--- config.mk ---
export PLATFORM = sky130hd
export DESIGN_NAME = divisor_prog
export DESIGN_NICKNAME = d
export VERILOG_FILES = /design/src/rtl/divisor_prog.sv
export SDC_FILE = /design/constraint.sdc
export NUM_CORES = 1
export LEC_CHECK = 0
export BUFFER_PORTS_ARGS = -buffer_cell sky130_fd_sc_hd__buf_2
export CAP_MARGIN = 5
export CORE_ASPECT_RATIO = 1.25
export CORE_MARGIN = 4
export CORE_UTILIZATION = 45
export DETAILED_ROUTE_END_ITERATION = 8
export GPL_TIMING_DRIVEN = 0
export PLACE_DENSITY_LB_ADDON = 0.2
export SYNTH_ARGS = -nofsm -noshare
export SYNTH_HDL_FRONTEND = slang
export SYNTH_SLANG_ARGS = --single-unit
--- constraint.sdc ---
create_clock -name clkd -period 2.1 [get_ports clkd]
set_clock_uncertainty 0.1 [all_clocks]
set_input_delay 0.63 -clock clkd [delete_from_list [all_inputs] [get_ports clkd]]
set_output_delay 0.63 -clock clkd [all_outputs]
set_load 0.01 [all_outputs]
--- src/rtl/divisor_prog.sv ---
// Multi-channel programmable clock/strobe divider.
// Each channel counts 0..half, producing a square wave (mode 0) or a one-cycle
// pulse (mode 1) plus a rising-edge tick. Config writes land in a per-channel
// shadow and only take effect at that channel's next terminal count, so a
// reprogram never produces a runt high or low phase.

// One divider channel: counter, output flops and shadow config.
module divisor_prog_ch #(
  parameter int               CNT_W    = 23,
  parameter logic [CNT_W-1:0] RST_HALF = '0
) (
  input  logic             clkd,
  input  logic             rst,
  input  logic             en,
  input  logic             wr,       // write accepted for this channel
  input  logic [CNT_W-1:0] wr_half,
  input  logic             wr_mode,
  output logic             pending,
  output logic             clk_out,
  output logic             tick
);
  typedef struct packed {
    logic [CNT_W-1:0] half;
    logic             mode;
  } cfg_t;

  cfg_t             cur, shadow;
  logic [CNT_W-1:0] count;
  logic             term, commit, clk_nxt;

  assign term   = en && (count == cur.half);
  // While disabled there is no phase to protect, so commit right away.
  assign commit = pending && (term || !en);

  // Next output level; the terminal cycle itself is governed by the old mode.
  always_comb begin
    clk_nxt = clk_out;
    if (cur.mode)  clk_nxt = term;
    else if (term) clk_nxt = ~clk_out;
    // Square->pulse switch while high: hold high through the terminal, then
    // the pulse-mode rule drops it the cycle after.
    if (commit && term && !cur.mode && shadow.mode && clk_out) clk_nxt = 1'b1;
  end

  // Counter, outputs and the shadow/commit handshake.
  always_ff @(posedge clkd) begin
    if (rst) begin
      count   <= '0;
      clk_out <= 1'b0;
      tick    <= 1'b0;
      cur     <= '{half: RST_HALF, mode: 1'b0};
      shadow  <= '{half: RST_HALF, mode: 1'b0};
      pending <= 1'b0;
    end else begin
      if (en) begin
        count   <= term ? '0 : count + 1'b1;
        clk_out <= clk_nxt;
        tick    <= term && (cur.mode || !clk_out);
      end else begin
        count   <= '0;
        clk_out <= 1'b0;
        tick    <= 1'b0;
      end
      // Commit reads the shadow before a same-cycle write replaces it.
      if (commit) cur <= shadow;
      if (wr)     shadow <= '{half: wr_half, mode: wr_mode};
      pending <= wr || (pending && !commit);
    end
  end
endmodule

// Top: config decode and channel array.
module divisor_prog #(
  parameter int FREQ_IN      = 50000000,
  parameter int FREQ_OUT     = 5,
  parameter int N_CH         = 4,
  parameter int CNT_W        = 23,
  parameter int DEFAULT_HALF = FREQ_IN / (2 * FREQ_OUT) - 1,
  parameter int CH_W         = (N_CH > 1) ? $clog2(N_CH) : 1
) (
  input  logic             clkd,
  input  logic             rst,
  input  logic [N_CH-1:0]  en,
  input  logic             cfg_we,
  input  logic [CH_W-1:0]  cfg_ch,
  input  logic [CNT_W-1:0] cfg_half,
  input  logic             cfg_mode,
  output logic             cfg_ready,
  output logic [N_CH-1:0]  clk_out,
  output logic [N_CH-1:0]  tick
);
  logic [N_CH-1:0] pending, wr;

  // Ready mirrors the addressed channel; out-of-range channels never accept.
  always_comb begin
    cfg_ready = 1'b0;
    wr        = '0;
    for (int i = 0; i < N_CH; i++) begin
      if (cfg_ch == CH_W'(i)) begin
        cfg_ready = ~pending[i];
        wr[i]     = cfg_we && !pending[i];
      end
    end
  end

  for (genvar i = 0; i < N_CH; i++) begin : g_ch
    divisor_prog_ch #(
      .CNT_W   (CNT_W),
      .RST_HALF(CNT_W'(DEFAULT_HALF))
    ) u_ch (
      .clkd    (clkd),
      .rst     (rst),
      .en      (en[i]),
      .wr      (wr[i]),
      .wr_half (cfg_half),
      .wr_mode (cfg_mode),
      .pending (pending[i]),
      .clk_out (clk_out[i]),
      .tick    (tick[i])
    );
  end
endmodule
## After elaboration in Yosys (flattened, before gate mapping)

Index checks and enable logic that the tools add are counted.

- Shift operators: 0
- $add $sub $neg: 4
- Reduce and logical (&&, ||, !) cells: 81
- Multipliers: 0
- Bitwise logic cells: 12
- Div/mod/pow operators: 0
- Order comparisons: 0
- Eq/ne operators: 7
- Mux-type cells: 20

Operators with widths:

| operator | count |
|---|---|
| adder 23 x 1 -> 23 bit (second input constant) | 4 |
| == test 23 bit | 4 |
| logical AND 1 bit | 36 |
| zero test 1 bit | 20 |
| two-way mux 1 bit | 20 |
| logical OR 1 bit | 12 |
| inverter 1 bit | 12 |
| nonzero test 3 bit | 4 |
| OR reduction 3 bit | 4 |
| OR reduction 2 bit | 4 |
| == test 2 bit (second input constant) | 2 |
| == test 2 x 1 -> 1 bit (second input constant) | 1 |
| zero test 2 bit | 1 |

- Memories kept: 0
- Bits in writable memories: 0
- Register bits after elaboration: 296
- Output and inout port bits: 9
- Word-level logic and storage cells: 156
- Input port bits: 33
- Memory bits (read-only): 0
- Latch bits: 0

## Logic depth before layout (Yosys ltp)

- Word-level depth: 9
- Depth in mapped cells: 8
- Gate-level depth less buffers: 6

## Modules after synthesis

Synthesis repeated with hierarchy kept, for this count alone.

- Cell total of the unflattened synthesis: 1,363
- Area, all modules: 12,948.7 um^2

By module, submodules not included:

| module | cells an instance | instances | area each (um^2) | sequential area each (um^2) |
|---|---|---|---|---|
| divisor_prog_ch | 339 | 4 | 3,221.8 | 1,481.4 |
| divisor_prog | 7 | 1 | 61.3 | 0.0 |

## Worst setup path after synthesis

Ideal clock, no wire load.

- Kind: input to output
- Start point: in cfg_ch[1]
- End point: out cfg_ready
- Arrival time: 1.258 ns
- Buffers on the path: 1
- Cell stages on the path: 3
- Path slack: 0.112 ns
- Cells stage by stage: clkbuf_1 -> mux4_2 -> inv_1

- Longest elaborated chain between the ends: 5
- Elaborated cells on any way between the ends: 8
- Classes of those cells: eq/ne: 3; mux: 4; reduce/logical: 1

Ends and longest elaborated chain:

| what | line | text |
|---|---|---|
| start, declared | 85 | `input logic [CH_W-1:0] cfg_ch,` |
| zero test 2 bit | 99 | `if (cfg_ch == CH_W'(i)) begin` |
| two-way mux 1 bit (3 in a row) | 99 |  |
| two-way mux 1 bit * | 99 |  |
| end, declared | 88 | `output logic cfg_ready,` |

Mark *: on every way between the ends. The rest lies on a longest branch, timed or not.

## Worst setup path in the final report

- Start point: reg g_ch[3].u_ch.pending
- End point: out cfg_ready

- Longest elaborated chain between the ends: 2

Ends and longest elaborated chain:

| what | line | text |
|---|---|---|
| start, declared | 18 | `output logic pending,` |
| start signal, assigned | 67 | `pending <= wr \|\| (pending && !commit);` |
| inverter 1 bit | 100 | `cfg_ready = ~pending[i];` |
| two-way mux 1 bit | 99 |  |

Every way passes these cells.

==> results.ini <==
[floorplanning]
dieArea_um2 = 31570
die_x_um = 159.7
die_h_um = 197.7
initial_utilization_pct = 45.59
num_rows = 69
io_pins = 42
coreArea_um2 = 28400

[power]
p_seq_share_pct = 49.5
static-leakage-power_nw = 5.263
p_sw_share_pct = 22.79
p_int_mw = 9.007
p_sw_mw = 2.658
finalPower_mw = 11.66
peakVddDrop_mv = 0.4296
powerDensity_nw_per_um2 = 777.2
combPwrFrac_pct = 5.4
p_clk_share_pct = 45.1

[setup_path]
worstPathCellList = mux4_2, inv_2, buf_6
cp.required_ns = 1.37
rrSetupSlack_ns = 0
cp_num_buf_inv = 2
regToRegStartpoint = g_ch[3].u_ch.count[12]$_SDFF_PP0_
cp_slowest_cell = mux4_2
crit_type = reg -> out
reg2reg_depth = 7
crit_fanout = 2
crit_path_start_kind = flip-flop
end_kind = output port
worstReg2RegEnd = g_ch[3].u_ch.cur[21]$_SDFFE_PP0P_
crit_arrival_ns = 1.60
crit_family = multiplexers
critPathMaxStageDelay_ns = 0.52

[final_layout]
nFillCells = 2656
num_antenna_cells = 0
drive_gt1_share_pct = 13.07
area_growth_pct = 15.90
nets = 1602
fin_cells = 1939

[clock_network]
cts_root_buf = clkbuf_16
cts_tree = built
clk_path_buf_depth = 3
hold_buffers = 0
cts_max_level = 1
clk_latency_ns = 0.55
clkTransAtPathRegs_ns = 0.06
cts_buffers = 29
clock_sinks = 296

[sta]
post-route-period-util_pct = 110.7
period_minus_slack_ns = 2.325
slew_headroom_pct = 53.79
setup_viol = 1
hold_violations = 0
max_freq_ghz = 0.4300
holdWs_ns = 0.2993
setup_tns_ns = -0.2254
setup_ws_ns = -0.2254
worst_pin_slew_ns = 0.6917
rsz0062_at_grt = yes
finalMaxSlewViolations = 0

[run]
cap_violations = 0

[drt]
wl_per_cell_um = 17.01
drc_errors = 0
via_per_inst = 5.045
drt_iter0_drc = 539
dr.pass1.iters = 5
ant_nets = 0
wl_mm = 32.98
dr_total_vias = 9783

[place]
dpl.hpwl_mm = 24.08
io_buffers = 40
dp.cells = 1869
place_congestion = 0.8782

[logic_synthesis]
ys_warn_count = 0
synth_area_um2 = 12950
synth.area.top_cells = dfxtp_1 46%, xnor2_1 7.8%, mux2i_1 7.4%
ys_ff_latch = 296
synth-edff-count = 0
synthTopCellsByCount = 296 x dfxtp_1, 227 x nand2_1, 221 x nor2_1
ys_seq_area_share_pct = 45.76
yosys.area.top_type = dfxtp_1
ys.flop_type = dfxtp_1
synth_top_area_share_pct = 45.76
yosys.cell_types.count = 43
syn_nets = 1511
synth_cells = 1474
postSynthAreaPerCell_um2 = 8.785
synth_most_common_cell = dfxtp_1
synthArstFlopShare_pct = 0

[worst_hold_path]
hold_end = g_ch[0].u_ch.shadow[0]$_SDFFE_PP0P_
holdPathStages = 3
min_from = cfg_mode
worstHoldPathType = in -> reg

[grt]
grt_pass1_wl_mm = 52.48
grt_max_degree = 15
grt.overflow.total = 0
grt_usage_pct = 20.58
grt_pass1_vias = 9724
antenna_found_initial = 1

[run_status]
status = complete, but fails checks
violations = negative setup slack

[placed cells by master, fill, tap and decap left out, drive strengths merged]
cell type    n
nand2      227
clkinv       4
dfxtp      296
or4          1
inv         18
o21ai        1
nand2b      94
nand3b      53
nor3b        7
nor3        22
and2         2
and3        11
o22ai        4
a31o         3
nand4       32
or2          1
mux2i       96
and4        10
xor2        60
mux4         1
ha           4
xnor2      116
buf         86
nor2       221
a21oi       48
o41ai        1
bufinv       3
or4b         1
nand3       34
o31ai        1
or3          4
clkbuf     101
a21o         3
nor2b        6
nor4        12
[layout make-up]
class	instances	area (um2)	share of cell area, %
buffer	84	506.7	3.376
clock buffer	42	824.5	5.494
clock inverter	8	118.9	0.7920
timing repair buffer	61	419.2	2.793
multi-input combinational	1076	6644	44.27
sequential	296	5987	39.89
inverter	17	63.81	0.4252
tap	355	444.2	2.960
[worst register-to-register path: stages, from the launching register on]
cell	delay (ns)
dfxtp_1	0.42
xor2_1	0.11
nor4_2	0.34
nand4_2	0.24
o31ai_4	0.32
buf_12	0.18
clkbuf_16	0.16
mux2i_1	0.17
[power groups by stage]
stage	Combinational [mW]	Clock (mW)	Sequential [mW]
after global placement	0.588	0	5.90
after detailed placement	0.596	0	5.90
after floorplan	0.369	0	5.88
after CTS	0.615	5.37	5.77
after global routing	0.685	5.60	5.78
final	0.630	5.27	5.77
[layer usage]
layer | GRT usage (%) | vias up | routed length (um)
met4 | 7.556 | 2 | 1276
met1 | 25.84 | 4531 | 14210
met3 | 2.713 | 67 | 1350
met5 | 0 | - | 20
li1 | - | 5004 | -
met2 | 36.29 | 179 | 16120
[metrics by stage]
stage                     setup WS (ns)  utilization [%]  area [um2]
after floorplan                  0.1124                -       12950
after global placement          -0.6931            47.86       13590
after detailed placement        -0.6858            47.86       13590
after CTS                       -0.2528            51.94       14750
after global routing            -0.2613            52.84       15010
final                           -0.2254            52.84       15010
[flip-flops by register name, indices dropped and copies added, names as in the netlist]
register,count
g_ch.u_ch.shadow,96
g_ch.u_ch.pending,4
g_ch.u_ch.count,92
g_ch.u_ch.cur,96
g_ch.u_ch.tick,4
g_ch.u_ch.clk_out,4
[timing repair]
item,4_1_cts,5_1_grt
gates cloned,0,2
pin swaps,8,12
buffers inserted,11,8
endpoints found under the setup margin,183,177
gates resized for setup,33,61
[kinds of logic (layout without fill, tap and decap cells)]
| logic type | count (synthesis) | count (layout) | share of synthesized area, % |
|---|---|---|---|
| AO/OA/AOI/OAI | 61 | 61 | 2.696 |
| multiplexers | 97 | 97 | 7.595 |
| adder cells (fa/ha/maj) | 4 | 4 | 0.3865 |
| AND/OR/NAND/NOR | 738 | 738 | 27.70 |
| buffers and inverters | 102 | 212 | 3.894 |
| flip-flops | 296 | 296 | 45.76 |
| XOR/XNOR | 176 | 176 | 11.96 |
[worst max path at each step]
stage                               startpoint                                end  slack, ns  cells after the start
2_1_floorplan                        cfg_ch[1]                          cfg_ready       0.11                      3
3_3_place_gp                               rst  g_ch[3].u_ch.cur[20]$_SDFFE_PP1P_      -0.69                      6
3_5_place_dp                               rst  g_ch[1].u_ch.cur[19]$_SDFFE_PP1P_      -0.69                      6
4_1_cts        g_ch[3].u_ch.pending$_SDFF_PP0_                          cfg_ready      -0.25                      3
5_1_grt        g_ch[3].u_ch.pending$_SDFF_PP0_                          cfg_ready      -0.26                      3
6_report       g_ch[3].u_ch.pending$_SDFF_PP0_                          cfg_ready      -0.23                      3
Note: power is estimated with default switching activity, not from simulation.
